## src/rtl/lifo_stack.sv

```systemverilog
// Show-ahead LIFO holding the Fibonacci recursion frame, with full/empty, occupancy and sticky error flags.
// Optional high-water-mark output enabled by defining LIFO_STACK_HWM_EN.
module lifo_stack #(
    parameter int wordsize = 8,
    parameter int DEPTH    = 64,
    parameter int CW       = $clog2(DEPTH+1)
) (
    input  logic                clk,
    input  logic                rst,
    input  logic [wordsize-1:0] din,
    input  logic                push,
    input  logic                pop,
    input  logic                clr_err,
    output logic [wordsize-1:0] dout,
    output logic                empty,
    output logic                full,
    output logic [CW-1:0]       count,
    output logic                overflow,
`ifdef LIFO_STACK_HWM_EN
    output logic                underflow,
    output logic [CW-1:0]       hwm
`else
    output logic                underflow
`endif
);

    localparam int AW = $clog2(DEPTH);

    logic [wordsize-1:0] mem [DEPTH];

    logic                wr_en;
    logic [AW-1:0]       wr_idx;
    logic [wordsize-1:0] dout_nxt;
    logic [CW-1:0]       cnt_nxt;
    logic                ovf_set;
    logic                unf_set;

    assign empty = (count == '0);
    assign full  = (count == CW'(DEPTH));

    always_comb begin
        wr_en    = 1'b0;
        wr_idx   = '0;
        dout_nxt = dout;
        cnt_nxt  = count;
        ovf_set  = 1'b0;
        unf_set  = 1'b0;
        case ({push, pop})
            2'b10: begin
                if (full) begin
                    ovf_set = 1'b1;
                end else begin
                    wr_en    = 1'b1;
                    wr_idx   = AW'(count);
                    cnt_nxt  = count + CW'(1);
                    dout_nxt = din;
                end
            end
            2'b01: begin
                if (empty) begin
                    unf_set = 1'b1;
                end else begin
                    cnt_nxt = count - CW'(1);
                    // Show-ahead: the entry below the popped one becomes the new top.
                    dout_nxt = (count == CW'(1)) ? '0 : mem[AW'(count - CW'(2))];
                end
            end
            2'b11: begin
                wr_en    = 1'b1;
                dout_nxt = din;
                if (empty) begin
                    wr_idx  = '0;
                    cnt_nxt = CW'(1);
                    unf_set = 1'b1;
                end else begin
                    wr_idx = AW'(count - CW'(1));
                end
            end
            default: ;
        endcase
    end

    // Storage carries no reset; validity is tracked solely by count.
    always_ff @(posedge clk) begin
        if (wr_en)
            mem[wr_idx] <= din;
    end

    always_ff @(posedge clk or negedge rst) begin
        if (!rst) begin
            count     <= '0;
            dout      <= '0;
            overflow  <= 1'b0;
            underflow <= 1'b0;
        end else begin
            count     <= cnt_nxt;
            dout      <= dout_nxt;
            overflow  <= ovf_set | (overflow  & ~clr_err);
            underflow <= unf_set | (underflow & ~clr_err);
        end
    end

`ifdef LIFO_STACK_HWM_EN
    // Tracks the next count so hwm never lags a rising count, even across clr_err.
    always_ff @(posedge clk or negedge rst) begin
        if (!rst)
            hwm <= '0;
        else if (clr_err || (cnt_nxt > hwm))
            hwm <= cnt_nxt;
    end
`endif

endmodule

```

## config.mk

```make
export PLATFORM = sky130hd
export DESIGN_NAME = lifo_stack
export DESIGN_NICKNAME = d
export VERILOG_FILES = /design/src/rtl/lifo_stack.sv
export SDC_FILE = /design/constraint.sdc
export NUM_CORES = 1
export LEC_CHECK = 0
export CAP_MARGIN = 20
export CORE_MARGIN = 10
export CORE_UTILIZATION = 49
export CTS_BUF_LIST = sky130_fd_sc_hd__clkbuf_4 sky130_fd_sc_hd__clkbuf_8 sky130_fd_sc_hd__clkbuf_16
export DETAILED_ROUTE_END_ITERATION = 8
export PLACE_DENSITY_LB_ADDON = 0.1
export SYNTH_ARGS = -nofsm -noshare
export SYNTH_HDL_FRONTEND = slang
export SYNTH_SLANG_ARGS = --single-unit
```

## constraint.sdc

```tcl
create_clock -name clk -period 5.34 [get_ports clk]
set_input_delay 1.068 -clock clk [delete_from_list [all_inputs] [get_ports clk]]
set_output_delay 1.068 -clock clk [all_outputs]
set_load 0.03 [all_outputs]
```

==> results.tsv <==
metric	value	unit
status	complete, no violations	
synthCells	1098	
drv_slew	0	
syn_area	21400	um^2
worstHoldPathType	reg -> reg	
yosysSeqAreaShare	0.738	
wl_per_cell	28.0	um
cp.required	4.27	ns
clock_latency	0.60	ns
ir_drop	0.510	mV
htreeDepth	2	
slew_headroom	0.371	
clkPwrFrac	0.276	
grt_max_degree	136	
grtUsageTotal	0.189	
antenna_found_initial	0	
drt-pass1-iter-count	5	
post_dp_cell_area	22300	um^2
p_leak	7.44	nW
seq_power_share	0.387	
clock_sinks	529	
worst_pin_slew	0.943	ns
grt_pass1_wl	73300	um
reg2reg_depth	8	
viasPerCell	6.08	
holdPathStages	1	
die_h	229	um
synth_cell_types	70	
critical_path_class	reg -> out	
cp_data_arrival_time	3.22	ns
layout.nets	1165	
grt_pass1_vias	10500	
root_buffer	clkbuf_16	
r2r_slack	1.34	ns
pin_count	32	
power.switching	0.00426	W
max_clock_freq	233	MHz
drt_iter0_markers	1199	
start_kind	flop	
place_congestion	0.857	
worst_hold_slack	0.508	ns
reg2reg_to	mem[18][0]$_DFFE_PP_	
maxCapViolCount	0	
numCtsBuffers	55	
num_vias	10800	
area_growth_syn_to_layout	12.0	%
antenna_cells	0	
min_to	underflow$_DFF_PN0_	
cts_buffer_depth	3	
p_per_area	531	nW/um^2
ant_nets	0	
async_reset_ff_frac	0.0321	
dp_cells	1673	
finalSetupViolations	0	
instances_no_fill	1771	
sw_frac_of_total	0.334	
worstHoldStart	underflow$_DFF_PN0_	
final.fill_count	3320	
drc	0	
cts_hold_buf	0	
end_kind	primary output	
yosysWarningCount	0	
grt-ovfl-total	0	
fin_crit	4.29	ns
cts_tree	built	
power	0.0127	W
pwr-share-comb	0.337	
rows	76	
core	43200	um^2
initial_utilization	0.496	
clkTransAtPathRegs	0.06	ns
synth_flop_cell	edfxtp_1	
cp_max_fo	31	
drive_gt1_frac	0.239	
synth_edf_count	512	
die-area	52400	um^2
numPortBuffers	31	
finalSetupTns	0	ns
r2r-start	count[0]$_DFFE_PN0P_	
fin_crit_sh	0.803	
wirelength	49600	um
p_int	0.00848	W
fin_skew	0.0136	ns
synth_nets	1118	
avgSynthCellArea	19.5	um^2
die_x	229	um
hpwl	30900	um
cts_resized	0	
finalHoldViolations	0	
synth_seq_cells	529	
final_area	24000	um^2
cts_setup_buffers	0	
rsz0062_at_grt	no	
-- synth_stat cells (4+ instances only) --
cell type,instances,area share
nor3_1,6,0.0014
a221oi_1,9,0.0037
a22o_1,4,0.0016
nand3_1,20,0.0047
clkbuf_1,36,0.0063
o21ai_1,5,0.0012
nor2_1,79,0.014
a311oi_1,4,0.0016
mux4_2,146,0.15
ha_1,7,0.0041
buf_6,4,0.0021
dfrtp_1,17,0.020
o2111ai_1,5,0.0020
mux2i_1,4,0.0019
nand2_1,68,0.012
o22ai_1,4,0.0012
edfxtp_1,512,0.72
o21ai_0,24,0.0056
nand4_1,7,0.0020
buf_2,16,0.0037
nor2_2,8,0.0023
a21oi_1,20,0.0047
and2_1,5,0.0015
buf_1,7,0.0012
buf_4,4,0.0014
inv_1,10,0.0018
-- power groups by stage --
| stage | clock (W) | combinational [W] | sequential, W |
|---|---|---|---|
| after CTS | 0.00359 | 0.00436 | 0.00492 |
| after floorplan | 0 | 0.00291 | 0.00497 |
| after detailed placement | 0 | 0.00435 | 0.00501 |
| final | 0.00352 | 0.00430 | 0.00493 |
| after global placement | 0 | 0.00435 | 0.00501 |
| after global routing | 0.00375 | 0.00458 | 0.00495 |
-- kinds of logic after synthesis --
family,Yosys count,share of synthesized area
AOI/OAI and AO/OA,106,0.0345
xor gates and xnor gates,6,0.00281
adders and majority gates,7,0.00409
buffers and inverters,78,0.0167
DFF,529,0.738
muxes,150,0.155
and+or+nand+nor,222,0.0483
-- area by class of cell --
| cell class | instances | area [um^2] | share of cell area |
|---|---|---|---|
| Timing Repair Buffer | 57 | 478 | 0.0199 |
| Multi-Input combinational cell | 491 | 5270 | 0.220 |
| Clock buffer | 66 | 1490 | 0.0623 |
| Inverter | 11 | 41.3 | 0.00172 |
| Sequential cell | 529 | 15800 | 0.659 |
| Tap cell | 585 | 732 | 0.0305 |
| Clock inverter | 32 | 163 | 0.00678 |
-- per-layer routing --
layer	up-vias	GRT usage	wire, um
met5	-	0	0
met4	0	0.0623	1350
met3	72	0.0307	3360
met2	469	0.284	23000
met1	5631	0.278	22000
li1	4604	-	-
-- state kept, by name, indices dropped and copies added, names as in the netlist --
| name | cells |
|---|---|
| underflow | 1 |
| mem | 512 |
| dout | 8 |
| count | 7 |
| overflow | 1 |
-- critical path, cell delays in order, from the launching register on --
cell and delay, ns:
dfrtp_4 0.68, inv_1 0.20, ha_1 0.31, inv_1 0.19, nor3_1 0.45, clkdlybuf4s50_1 0.78
-- layout by cell type (no fill, tap or decap), drive strengths merged, types with 7 or more instances in the layout --
master | synthesis | layout
ha | 7 | 7
nor3 | 7 | 7
nor2 | 87 | 87
dfrtp | 17 | 17
clkbuf | 36 | 66
o21ai | 30 | 30
inv | 10 | 11
clkinv | 1 | 26
a21oi | 21 | 21
clkdlybuf4s50 | 0 | 23
a221oi | 9 | 9
mux4 | 146 | 146
buf | 31 | 34
nand2 | 68 | 68
edfxtp | 512 | 512
nand3 | 20 | 20
nand4 | 7 | 7
-- through the flow --
step | setup slack (ns) | utilization
floorplan | 1.65 | -
global placement | 0.892 | 0.517
detailed placement | 0.835 | 0.517
CTS | 1.05 | 0.556
global route | 0.922 | 0.556
finish | 1.05 | 0.556
-- how the worst max path moves through the flow --
stage                               from                   end  slack (ns)  cells after the start
floorplan           count[0]$_DFFE_PN0P_  mem[58][0]$_DFFE_PP_        1.65                     11
CTS                 count[0]$_DFFE_PN0P_                  full        1.05                      5
global placement                     pop  mem[36][3]$_DFFE_PP_        0.89                      7
detailed placement                   pop  mem[34][0]$_DFFE_PP_        0.83                      7
finish              count[0]$_DFFE_PN0P_                  full        1.05                      5
global route        count[0]$_DFFE_PN0P_                  full        0.92                      5
No activity file was read; power rests on OpenSTA's default activity.
